--- src/rtl/sccb_sender.sv ---
// sccb_sender: SCCB (3-wire, write-only) master that shifts out one
// {DEV_ID, x, addr, x, value, x} phase-write per request.
// All bus/handshake outputs are registered, so the pins lag the state by one
// cycle.
// Optional feature: define SCCB_ACK_CHECK_EN to add the nack output, which
// samples sio_d_in in the don't-care slots.
module sccb_sender #(
   parameter int unsigned  QTR_DIV  = 63,
   parameter logic [7:0]   DEV_ID   = 8'h42,
   parameter logic [15:0]  INIT_DLY = 16'd25000
) (
   input  logic       clk,
   input  logic       rst,
   input  logic       data_vld,
   input  logic [7:0] addr,
   input  logic [7:0] value,
   output logic       SCCB_done,
   output logic       busy,
   output logic       sio_c,
   output logic       sio_d_out,
   output logic       sio_d_oe,
   input  logic       sio_d_in
`ifdef SCCB_ACK_CHECK_EN
   ,
   output logic       nack
`endif
);

   localparam int QW = (QTR_DIV > 1) ? $clog2(QTR_DIV) : 1;

   typedef enum logic [2:0] {
      WAIT_INIT, IDLE, LOAD, START, BITS, STOP, DONE
   } state_t;

   state_t        state_q, state_d;
   logic [15:0]   init_q, init_d;
   logic [QW-1:0] qcnt_q, qcnt_d;
   logic [1:0]    ph_q, ph_d;
   logic [4:0]    bit_q, bit_d;
   logic [26:0]   sh_q, sh_d;

   logic sio_c_q, sio_c_d;
   logic sio_d_q, sio_d_d;
   logic sio_oe_q, sio_oe_d;
   logic done_q, done_d;
   logic busy_q, busy_d;

   logic qwrap;
   logic ack_slot;

   assign qwrap    = (qcnt_q == QW'(QTR_DIV - 1));
   assign ack_slot = (bit_q == 5'd8) || (bit_q == 5'd17) || (bit_q == 5'd26);

   assign sio_c     = sio_c_q;
   assign sio_d_out = sio_d_q;
   assign sio_d_oe  = sio_oe_q;
   assign SCCB_done = done_q;
   assign busy      = busy_q;

   // State, counters and shift register
   always_ff @(posedge clk) begin
      if (rst) begin
         state_q <= WAIT_INIT;
         init_q  <= '0;
         qcnt_q  <= '0;
         ph_q    <= '0;
         bit_q   <= '0;
         sh_q    <= '0;
      end else begin
         state_q <= state_d;
         init_q  <= init_d;
         qcnt_q  <= qcnt_d;
         ph_q    <= ph_d;
         bit_q   <= bit_d;
         sh_q    <= sh_d;
      end
   end

   // Registered pin/handshake outputs; reset forces the idle-high bus at once
   always_ff @(posedge clk) begin
      if (rst) begin
         sio_c_q  <= 1'b1;
         sio_d_q  <= 1'b1;
         sio_oe_q <= 1'b1;
         done_q   <= 1'b0;
         busy_q   <= 1'b0;
      end else begin
         sio_c_q  <= sio_c_d;
         sio_d_q  <= sio_d_d;
         sio_oe_q <= sio_oe_d;
         done_q   <= done_d;
         busy_q   <= busy_d;
      end
   end

   // Next-state and bus waveform per state/quarter
   always_comb begin
      state_d  = state_q;
      init_d   = init_q;
      qcnt_d   = qcnt_q;
      ph_d     = ph_q;
      bit_d    = bit_q;
      sh_d     = sh_q;
      sio_c_d  = 1'b1;
      sio_d_d  = 1'b1;
      sio_oe_d = 1'b1;
      done_d   = 1'b0;
      busy_d   = 1'b0;

      // quarter timing shared by START/BITS/STOP
      if (state_q == START || state_q == BITS || state_q == STOP) begin
         if (qwrap) begin
            qcnt_d = '0;
            ph_d   = ph_q + 2'd1;
         end else begin
            qcnt_d = qcnt_q + QW'(1);
         end
      end

      case (state_q)
         WAIT_INIT: begin
            if (init_q == INIT_DLY - 16'd1) begin
               init_d  = '0;
               state_d = DONE;
            end else begin
               init_d = init_q + 16'd1;
            end
         end
         IDLE: begin
            // the registered done pulse is still on the pin in the first
            // IDLE cycle; a request coincident with it is dropped
            if (data_vld && !done_q) state_d = LOAD;
         end
         LOAD: begin
            busy_d  = 1'b1;
            sh_d    = {DEV_ID, 1'b1, addr, 1'b1, value, 1'b1};
            qcnt_d  = '0;
            ph_d    = '0;
            bit_d   = '0;
            state_d = START;
         end
         START: begin
            busy_d  = 1'b1;
            sio_c_d = ~ph_q[1];
            sio_d_d = (ph_q == 2'd0);
            if (qwrap && ph_q == 2'd3) state_d = BITS;
         end
         BITS: begin
            busy_d   = 1'b1;
            sio_c_d  = ph_q[1];
            sio_d_d  = sh_q[26];
            sio_oe_d = ~ack_slot;
            if (qwrap && ph_q == 2'd3) begin
               sh_d = {sh_q[25:0], 1'b0};
               if (bit_q == 5'd26) begin
                  bit_d   = '0;
                  state_d = STOP;
               end else begin
                  bit_d = bit_q + 5'd1;
               end
            end
         end
         STOP: begin
            busy_d  = 1'b1;
            sio_c_d = (ph_q != 2'd0);
            sio_d_d = ph_q[1];
            if (qwrap && ph_q == 2'd3) state_d = DONE;
         end
         DONE: begin
            done_d  = 1'b1;
            state_d = IDLE;
         end
         default: state_d = WAIT_INIT;
      endcase
   end

`ifdef SCCB_ACK_CHECK_EN
   logic nack_q;
   assign nack = nack_q;

   // Sticky NACK: sampled at the end of SCL-high's first quarter of each
   // don't-care slot, cleared when the next write is loaded
   always_ff @(posedge clk) begin
      if (rst)
         nack_q <= 1'b0;
      else if (state_q == LOAD)
         nack_q <= 1'b0;
      else if (state_q == BITS && ph_q == 2'd2 && qwrap && ack_slot && sio_d_in)
         nack_q <= 1'b1;
   end
`else
   logic unused_sio_d_in;
   assign unused_sio_d_in = sio_d_in;
`endif

endmodule

--- config.mk ---
export PLATFORM = sky130hd
export DESIGN_NAME = sccb_sender
export DESIGN_NICKNAME = d
export VERILOG_FILES = /design/src/rtl/sccb_sender.sv
export SDC_FILE = /design/constraint.sdc
export NUM_CORES = 1
export LEC_CHECK = 0
export CAP_MARGIN = 20
export CORE_AREA = 2 2 75 113
export CTS_BUF_LIST = sky130_fd_sc_hd__clkbuf_8
export CTS_CLUSTER_SIZE = 20
export DETAILED_ROUTE_END_ITERATION = 16
export DIE_AREA = 0 0 77 115
export DONT_BUFFER_PORTS = 1
export PLACE_DENSITY = 0.5
export SLEW_MARGIN = 25
export SYNTH_ARGS = -nofsm -noshare
export SYNTH_HDL_FRONTEND = slang
export SYNTH_SLANG_ARGS = --single-unit
export TNS_END_PERCENT = 100
--- constraint.sdc ---
create_clock -name clk -period 2.6 [get_ports clk]
set_input_delay 0.39 -clock clk [delete_from_list [all_inputs] [get_ports clk]]
set_output_delay 0.39 -clock clk [all_outputs]
set_load 0.01 [all_outputs]
==> results of run 1 <==
==> state kept, by name, indices dropped and copies added (netlist names), 2 cells and up <==
signal and cells:
sh_q 27, state_q 3, bit_q 5, qcnt_q 6
init_q 16, ph_q 2
==> layout by cell type (no fill, tap or decap), drive strengths merged, types with 7 or more instances in the layout <==
cell type / synthesis / routed
buf: 7 / 8
nand4: 14 / 14
clkbuf: 19 / 9
dfxtp: 64 / 64
xnor2: 7 / 7
inv: 10 / 11
a21oi: 20 / 20
o21ai: 7 / 7
a311oi: 16 / 16
nand3: 14 / 14
nand2: 55 / 55
nor3: 16 / 16
ha: 9 / 9
nor2: 46 / 46
==> worst max path at each step <==
stage / start / slack, ps / end
CTS: init_q[10]$_SDFFE_PP0N_ / 520 / init_q[7]$_SDFFE_PP0N_
global route: state_q[1]$_SDFFE_PP0P_ / 330 / sh_q[8]$_SDFFE_PP0P_
global placement: state_q[1]$_SDFFE_PP0P_ / 560 / bit_q[0]$_SDFFE_PP0P_
finish: init_q[9]$_SDFFE_PP0N_ / 550 / init_q[7]$_SDFFE_PP0N_
detailed placement: init_q[10]$_SDFFE_PP0N_ / 550 / init_q[9]$_SDFFE_PP0N_
floorplan: init_q[0]$_SDFFE_PP0N_ / 690 / init_q[6]$_SDFFE_PP0N_
==> metal layers <==
metal  GRT usage  part of all wire  up-vias
met3      0.0400             0.031        4
met5           0                 0        -
li1            -                 -     1327
met1       0.179              0.43     1203
met4      0.0762            0.0091        0
met2       0.302              0.53       36
==> logic make-up (layout without fill, tap and decap cells) <==
logic type,count (synthesis),in the layout,synth area share
compound gates,69,69,0.162
xor+xnor,13,13,0.0368
fa+ha+maj,9,9,0.0364
buf+inv,36,34,0.0457
flops,64,64,0.414
mux,6,6,0.0194
simple gates,182,182,0.286
==> per-stage QoR <==
| stage | setup slack [ps] | util | hold slack [ps] | instance area (um^2) |
|---|---|---|---|---|
| after global placement | 556 | 0.403 | 436 | 3190 |
| after floorplan | 694 | - | 432 | 3090 |
| after detailed placement | 549 | 0.403 | 440 | 3190 |
| after global routing | 325 | 0.427 | 95.2 | 3370 |
| after CTS | 516 | 0.427 | 97.7 | 3370 |
| final | 548 | 0.427 | 135 | 3370 |
==> area by class of cell <==
type                            instances  share of cell area
Multi-Input combinational cell        279               0.497
Sequential cell                        64               0.380
Tap cell                              105              0.0389
Clock buffer                            9              0.0367
Clock inverter                          7              0.0189
Timing Repair Buffer                    8              0.0178
Inverter                               10              0.0111
==> cell usage after synthesis (2+ instances only) <==
master     count  share of area
a211oi_1       2         0.0049
a21o_1         2         0.0049
a21oi_1       20          0.032
a311oi_1      16          0.045
a31o_2         2         0.0057
a31oi_1        5          0.010
and2_1         3         0.0061
and3_1         2         0.0040
and4_1         3         0.0085
buf_1          2         0.0024
buf_2          5         0.0081
clkbuf_1      19          0.023
dfxtp_1       64           0.41
ha_1           9          0.036
inv_1          9          0.011
mux2i_1        6          0.019
nand2_1       55          0.067
nand2b_1       6          0.012
nand3_1       14          0.023
nand3b_1       3         0.0073
nand4_1       14          0.028
nand4b_1       2         0.0057
nor2_1        46          0.056
nor2b_1        3         0.0061
nor3_1        15          0.024
nor3b_1        2         0.0049
o2111ai_1      3         0.0085
o21ai_0        7          0.011
or3_1          6          0.012
or4_1          3         0.0073
xnor2_1        7          0.020
xor2_1         6          0.017
==> power breakdown <==
part | internal [mW] | switching, mW
clock | 0.434 | 0.386
combinational | 0.452 | 0.741
sequential | 1.17 | 0.188
==> results_dict.tcl, run 1 <==
set metrics [dict create \
    dp.cells 466 \
    hold_violations 0 \
    syn_avg_cell_area_um2 8.16 \
    clock_sinks 64 \
    p_total_mw 3.37 \
    drtPass1Iterations 4 \
    cp_max_fo 9 \
    areaGrowthSynthToFinish_pct 9.06 \
    cp-start-kind "flip-flop" \
    final-max-slew-violation-count 0 \
    cp.depth 4 \
    critPathTopFamily "simple AND/OR/NAND/NOR gates" \
    synth_nets 408 \
    vias 2570 \
    critical_path_class "reg2reg" \
    end_kind "flip-flop" \
    rows 40 \
    period_share 0.789 \
    multi_input_area_um2 1680 \
    drt_iter0_drc 119 \
    p_leak_nw 1.17 \
    critPathMaxStageDelay_ps 580 \
    ir_drop_v 0.000405 \
    nFillCells 852 \
    grt_antenna_before_repair 0 \
    max_freq_mhz 487 \
    postCtsSetupBuffers 0 \
    wl_per_cell_um 13.9 \
    maxCapViolations 0 \
    stdcell_count 482 \
    grt_usage 0.165 \
    cts_hold_buffers 0 \
    hpwl_mm 4.57 \
    syn-cell-area_um2 3090 \
    grt_pass1_wl_mm 11.7 \
    synth-async-reset-ratio 0 \
    ys_warn_count 0 \
    start_util 0.391 \
    min_from "rst" \
    worstPathRequired_ps 2810 \
    fin_crit_ps 2050 \
    cts_buffers 9 \
    holdPathEnd "init_q[1]$_SDFFE_PP0N_" \
    wirelength_mm 6.69 \
    core-area_um2 7910 \
    cp_common_cell "or4_1" \
    setup_viol 0 \
    cts_max_path_buffers 2 \
    arrival_ps 2260 \
    worstMarginPinSlew_ps 609 \
    ys_seq_area_frac 0.414 \
    finClkSkew_ps 8.58 \
    synth-edff-count 0 \
    cts_tree "built" \
    die-area_um2 8860 \
    reg2reg_from "init_q[9]$_SDFFE_PP0N_" \
    cts.clk_slew.worst_paths_ps 70 \
    drive_gt1_frac 0.0822 \
    worstPathCellList "or4_1 -> or4_1 -> o21bai_2 -> nor2_1" \
    first_global_vias 2555 \
    h-tree-depth 3 \
    chipWidth_um 77 \
    postSynthCellCount 379 \
    rsz0062_at_grt "false" \
    powerDensity_nw_per_um2 999 \
    cts_resized 0 \
    ys_types 50 \
    ys_ff_latch 64 \
    r2r_cells 4 \
    vias_per_cell 5.33 \
    antennaDiodeCount 0 \
    path_buf_inv 0 \
    slew_headroom 0.593 \
    grt_max_degree 49 \
    layout.nets 401 \
    antenna_left 0 \
    seqCellArea_um2 1280 \
    setup_tns_ps 0 \
    gp_congestion 0.794 \
    rr_endpoint "init_q[7]$_SDFFE_PP0N_" \
    yosys_most_used_dff "dfxtp_1" \
    holdCritPathClass "in2reg" \
    globalRoute.totalOverflow 0 \
    r2r_slack_ps 550 \
    fp.dieH_um 115 \
    status "complete, no violations" \
    crit_path_top_delay_cell "or4_1" \
    worstSkewPairLatency_ps 340 \
    min_path_cells 1 \
    cts_root_buf "clkbuf_8" \
    drc_errors 0 \
    io_pins 25 \
    numPortBuffers 0 \
]
Note: power is estimated with default switching activity, not from simulation.
==> run 2: changes to the inputs <==
==> constraint.sdc (replaced) <==
create_clock -name clk -period 2 [get_ports clk]
set_input_delay 0.3 -clock clk [delete_from_list [all_inputs] [get_ports clk]]
set_output_delay 0.3 -clock clk [all_outputs]
set_load 0.01 [all_outputs]
==> run 2 against run 1 <==
  * Die area is the same
  * Worst hold slack lost 110 ps
  * Critical path depth grew 1
  * Global-route usage grew 0.87 points
  * Critical path type unchanged
  * Clock skew shrank 1.4 ps
  * Sequential cell count is the same
  * Via count grew 5.0%
  * Non-clock buffer count grew 20
  * Combinational power grew 46%
  * Cell count grew 3.9%
  * Register-to-register slack lost 480 ps
  * Routed wire length grew 4.3%
==> results_dict.tcl, run 2 (same netlist as run 1, synthesis figures left out) <==
set metrics [dict create \
    status "complete, no violations" \
    start_util 0.391 \
    cp_common_cell "or4_4" \
    powerDensity_nw_per_um2 1330 \
    setup_tns_ps 0 \
    critPathTopFamily "simple AND/OR/NAND/NOR gates" \
    worstSkewPairLatency_ps 340 \
    setup_viol 0 \
    vias_per_cell 5.39 \
    cp_max_fo 10 \
    pwr-share-clk 0.276 \
    maxCapViolations 0 \
    slew_headroom 0.728 \
    drc_errors 0 \
    mostFrequentLayoutCells "63 x dfxtp_1, 55 x nand2_1, 46 x nor2_1, 26 x buf_4, 20 x a21oi_1" \
    regMostFlops "sh_q" \
    holdCritPathClass "in2reg" \
    grt_antenna_before_repair 0 \
    critical_path_class "reg2reg" \
    hold_violations 0 \
    core-area_um2 7910 \
    r2r_cells 5 \
    end_kind "flip-flop" \
    final_common_cell "dfxtp_1" \
    numPortBuffers 0 \
    antenna_left 0 \
    gp_congestion 0.795 \
    first_global_vias 2653 \
    drtPass1Iterations 4 \
    chipWidth_um 77 \
    max_freq_mhz 517 \
    hpwl_mm 4.84 \
    drive_gt1_frac 0.136 \
    reg_top3 "sh_q (27), init_q (16), qcnt_q (6)" \
    wl_per_cell_um 13.9 \
    p_total_mw 4.79 \
    critPathMaxStageDelay_ps 550 \
    final-max-slew-violation-count 0 \
    cts_root_buf "clkbuf_8" \
    rsz0062_at_grt "false" \
    stdcell_count 501 \
    period_share 0.967 \
    ir_drop_v 0.000689 \
    wirelength_mm 6.98 \
    min_path_cells 1 \
    cts_hold_buffers 0 \
    nFillCells 836 \
    layout.nets 421 \
    areaGrowthSynthToFinish_pct 16.4 \
    switching_share 0.359 \
    grt_usage 0.174 \
    vias 2698 \
    p_leak_nw 1.31 \
    die-area_um2 8860 \
    cp.depth 5 \
    drt_iter0_drc 53 \
    cts.clk_slew.worst_paths_ps 70 \
    p_int_mw 3.07 \
    globalRoute.totalOverflow 0 \
    io_pins 25 \
    seqPwrFrac 0.360 \
    cp-start-kind "flip-flop" \
    clock_sinks 64 \
    cts_max_path_buffers 2 \
    grt_max_degree 49 \
    timing.hold.ws_ps 26.8 \
    grt_pass1_wl_mm 12.3 \
    rows 40 \
    h-tree-depth 3 \
    finClkSkew_ps 7.18 \
    cts_tree "built" \
    fin_area_um2 3600 \
    crit_path_top_delay_cell "or4_4" \
    arrival_ps 2170 \
    worstPathRequired_ps 2230 \
    p_switching_mw 1.72 \
    place_area_um2 3340 \
    path_buf_inv 1 \
    antennaDiodeCount 0 \
    largest_reg_flops 27 \
    dp.cells 485 \
    comb_power_share 0.364 \
    worstMarginPinSlew_ps 408 \
    cts_buffers 9 \
    fin_crit_ps 1930 \
    fp.dieH_um 115 \
    worstPathCellList "or4_4 -> or4_4 -> buf_4 -> a31oi_1 -> mux2i_1" \
]
[run 2: changes by cell type in the layout (fill, tap and decap cells not counted)]
cell        delta
buf_4         +18
dfxtp_2        +1
dfxtp_1        -1
buf_6          +1
clkinvlp_4     -2
or4_1          -2
buf_12         +1
inv_1          -1
or4_4          +2
bufinv_16      +1
clkbuf_8       +4
clkinv_2       -3
[run 2: path summary, 6_finish.rpt]
kind                            endpoint  slack (ps)                    from
setup / recovery  init_q[6]$_SDFFE_PP0N_          70  init_q[9]$_SDFFE_PP0N_
hold / removal    init_q[1]$_SDFFE_PP0N_          30                     rst
setup reg to reg  init_q[6]$_SDFFE_PP0N_          70  init_q[9]$_SDFFE_PP0N_
hold reg to reg    sh_q[26]$_SDFFE_PP0P_         450   sh_q[26]$_SDFFE_PP0P_
[run 2: timing repair]
item                       CTS  global route
resized for setup            0             4
buffers inserted             0             1
setup endpoints to repair    0            14
[run 2: final cells by class]
type | instances | area (um^2) | area share
well taps | 105 | 131 | 0.0365
repair buffers | 28 | 226 | 0.0629
clock buffers | 13 | 179 | 0.0497
clock inverters | 2 | 60.1 | 0.0167
multi-input cells | 279 | 1680 | 0.468
inverters | 10 | 37.5 | 0.0104
flip-flops and latches | 64 | 1280 | 0.356
[run 2: through the flow]
stage	util	setup WS (ps)
final	0.455	65.8
after global routing	0.455	5.25
after CTS	0.453	14.0
after detailed placement	0.422	37.5
after global placement	0.422	55.0
after floorplan	-	93.8
[run 2: power groups by stage]
stage	Combinational (mW)	Sequential, mW	Clock (mW)
after floorplan	1.31	1.67	0
after global placement	1.72	1.75	0
after detailed placement	1.73	1.75	0
after CTS	1.74	1.73	1.37
after global routing	1.97	1.76	1.42
final	1.74	1.72	1.32
[run 2: per-layer routing]
layer	up-vias	routed length (um)	part of all wire	GRT usage
li1	1374	-	-	-
met5	-	0	0	0
met4	0	137	0.020	0.0774
met1	1285	3020	0.43	0.187
met2	29	3610	0.52	0.314
met3	10	209	0.030	0.0510
==> run 3: changes to the inputs <==
--- a/config.mk
+++ b/config.mk
@@ -12,7 +12,8 @@
 export DETAILED_ROUTE_END_ITERATION = 16
 export DIE_AREA = 0 0 77 115
 export DONT_BUFFER_PORTS = 1
-export PLACE_DENSITY = 0.5
+export PLACE_DENSITY = 0.63
+export REMOVE_ABC_BUFFERS = 1
 export SLEW_MARGIN = 25
 export SYNTH_ARGS = -nofsm -noshare
 export SYNTH_HDL_FRONTEND = slang
==> constraint.sdc (replaced) <==
create_clock -name clk -period 1.75 [get_ports clk]
set_input_delay 0.2625 -clock clk [delete_from_list [all_inputs] [get_ports clk]]
set_output_delay 0.2625 -clock clk [all_outputs]
set_load 0.01 [all_outputs]
==> run 3 against run 2 <==
  * The run now ends with negative setup slack left
  * Clock skew rose by 2.5 ps
  * Sequential cell count stayed put
  * Die area unchanged
  * Register-to-register slack worse by 240 ps
  * Combinational power increased by 44%
  * Worst hold slack worse by 4.1 ps
  * Power grew 22%
  * Worst setup slack lost 240 ps
  * Core utilization is 3.8 points higher
  * Non-clock buffer count is 22 higher
  * Largest power group unchanged
==> results_dict.tcl, run 3 (same netlist as run 1, synthesis figures left out) <==
set metrics [dict create \
    fin_crit_ps 1930 \
    final_common_cell "dfxtp_1" \
    slew_headroom 0.697 \
    h-tree-depth 3 \
    timing.hold.ws_ps 22.7 \
    hold_violations 0 \
    vias_per_cell 5.40 \
    place_area_um2 3470 \
    drive_gt1_frac 0.224 \
    reg_top3 "sh_q (27), init_q (16), qcnt_q (6)" \
    rsz0062_at_grt "true" \
    setup_viol 19 \
    holdCritPathClass "in2reg" \
    clock_sinks 64 \
    final-max-slew-violation-count 0 \
    worstSkewPairLatency_ps 350 \
    nFillCells 795 \
    min_from "rst" \
    rr_endpoint "init_q[9]$_SDFFE_PP0N_" \
    start_util 0.391 \
    grt_max_degree 33 \
    finClkSkew_ps 9.66 \
    cts.clk_slew.worst_paths_ps 70 \
    drc_errors 0 \
    end_kind "flip-flop" \
    grt_usage 0.173 \
    stdcell_count 524 \
    status "finished, violations left" \
    powerDensity_nw_per_um2 1500 \
    p_leak_nw 1.44 \
    worstMarginPinSlew_ps 452 \
    cp_max_fo 5 \
    maxCapViolations 0 \
    grt_pass1_wl_mm 12.2 \
    cts_buffers 9 \
    violations "negative setup slack" \
    reg2reg_from "init_q[9]$_SDFFE_PP0N_" \
    drt_iter0_drc 193 \
    ir_drop_v 0.000894 \
    core-area_um2 7910 \
    wl_met3_um 242 \
    cts_root_buf "clkbuf_8" \
    drtPass1Iterations 4 \
    numPortBuffers 0 \
    holdPathEnd "sio_d_oe$_SDFF_PP1_" \
    wirelength_mm 7.34 \
    first_global_vias 2674 \
    arrival_ps 2170 \
    chipWidth_um 77 \
    fin_area_um2 3900 \
    cts_max_path_buffers 2 \
    mostFrequentLayoutCells "60 x dfxtp_1, 54 x nand2_1, 44 x nor2_1, 42 x buf_4, 18 x a21oi_1" \
    routed-wl-met2_mm 3.65 \
    hpwl_mm 4.87 \
    cts_tree "built" \
    wl_met1_mm 3.22 \
    globalRoute.totalOverflow 0 \
    io_pins 25 \
    min_path_cells 1 \
    dp.cells 502 \
    r2r_slack_ps -180 \
    fp.dieH_um 115 \
    areaGrowthSynthToFinish_pct 26.1 \
    grt_antenna_before_repair 0 \
    largest_reg_flops 27 \
    place_ws_ps -221 \
    finalWorstSetupSlack_ps -179 \
    r2r_cells 5 \
    vias 2832 \
    critical_path_class "reg2reg" \
    cp-start-kind "flip-flop" \
    regMostFlops "sh_q" \
    worstPathRequired_ps 1990 \
    layout.nets 443 \
    period_share 1.10 \
    setup_tns_ps -2650 \
    p_total_mw 5.86 \
    antennaDiodeCount 0 \
    antenna_left 0 \
    gp_congestion 0.808 \
    wl_per_cell_um 14.0 \
    fin_util 0.493 \
    rows 40 \
    max_freq_mhz 518 \
    top_layer "met4" \
    die-area_um2 8860 \
]
[run 3: cell count changes in the layout (fill, tap and decap cells not counted), sizes merged]
| cell | previous run | this run |
|---|---|---|
| buf | 28 | 49 |
| clkinv | 0 | 5 |
| clkbuf | 13 | 10 |
[run 3: what timing repair did]
| action | in CTS | in global routing |
|---|---|---|
| hold buffers | 1 | 0 |
| resized for setup | 13 | 18 |
| cloned | 0 | 2 |
| pin swaps | 6 | 17 |
| endpoints found under the hold margin | 32 | 0 |
| endpoints found under the setup margin | 33 | 42 |
| buffers inserted | 1 | 2 |
[run 3: how the worst max path moves through the flow]
stage                               to  cells past startpoint  slack [ps]               startpoint
2_1_floorplan    bit_q[3]$_SDFFE_PP0P_                      4       -1890  state_q[2]$_SDFFE_PP0P_
3_3_place_gp   init_q[11]$_SDFFE_PP0N_                      5        -180   init_q[9]$_SDFFE_PP0N_
3_5_place_dp   state_q[0]$_SDFFE_PP0P_                      4        -220   init_q[9]$_SDFFE_PP0N_
4_1_cts        state_q[0]$_SDFFE_PP0P_                      4        -160   init_q[3]$_SDFFE_PP0N_
5_1_grt        state_q[0]$_SDFFE_PP0P_                      4        -230   init_q[2]$_SDFFE_PP0N_
6_report        init_q[9]$_SDFFE_PP0N_                      5        -180   init_q[9]$_SDFFE_PP0N_
[run 3: report_power, final]
part	total [mW]	internal (mW)	switching, mW
logic	2.50	1.13	1.38
clock network	1.41	0.803	0.610
registers	1.94	1.74	0.205
total	5.86	3.67	2.19
[run 3: final cells by class]
cell class / instances / area, um^2 / area share
clock buffer: 9 / 124 / 0.0318
inverter: 10 / 37.5 / 0.00962
clock inverter: 7 / 96.3 / 0.0247
sequential: 64 / 1290 / 0.330
timing repair buffer: 50 / 445 / 0.114
multi-input combinational: 279 / 1780 / 0.456
tap: 105 / 131 / 0.0337
[run 3: critical path: stages, from the launching register on]
cell      delay [ps]
dfxtp_2          320
or4_4            530
or4_4            600
o21bai_4         180
buf_6            140
nor2_1            50
[run 3: layer usage]
metal	vias up	global-route usage
met3	16	0.0385
met5	-	0
met4	0	0.101
li1	1426	-
met1	1335	0.198
met2	55	0.297
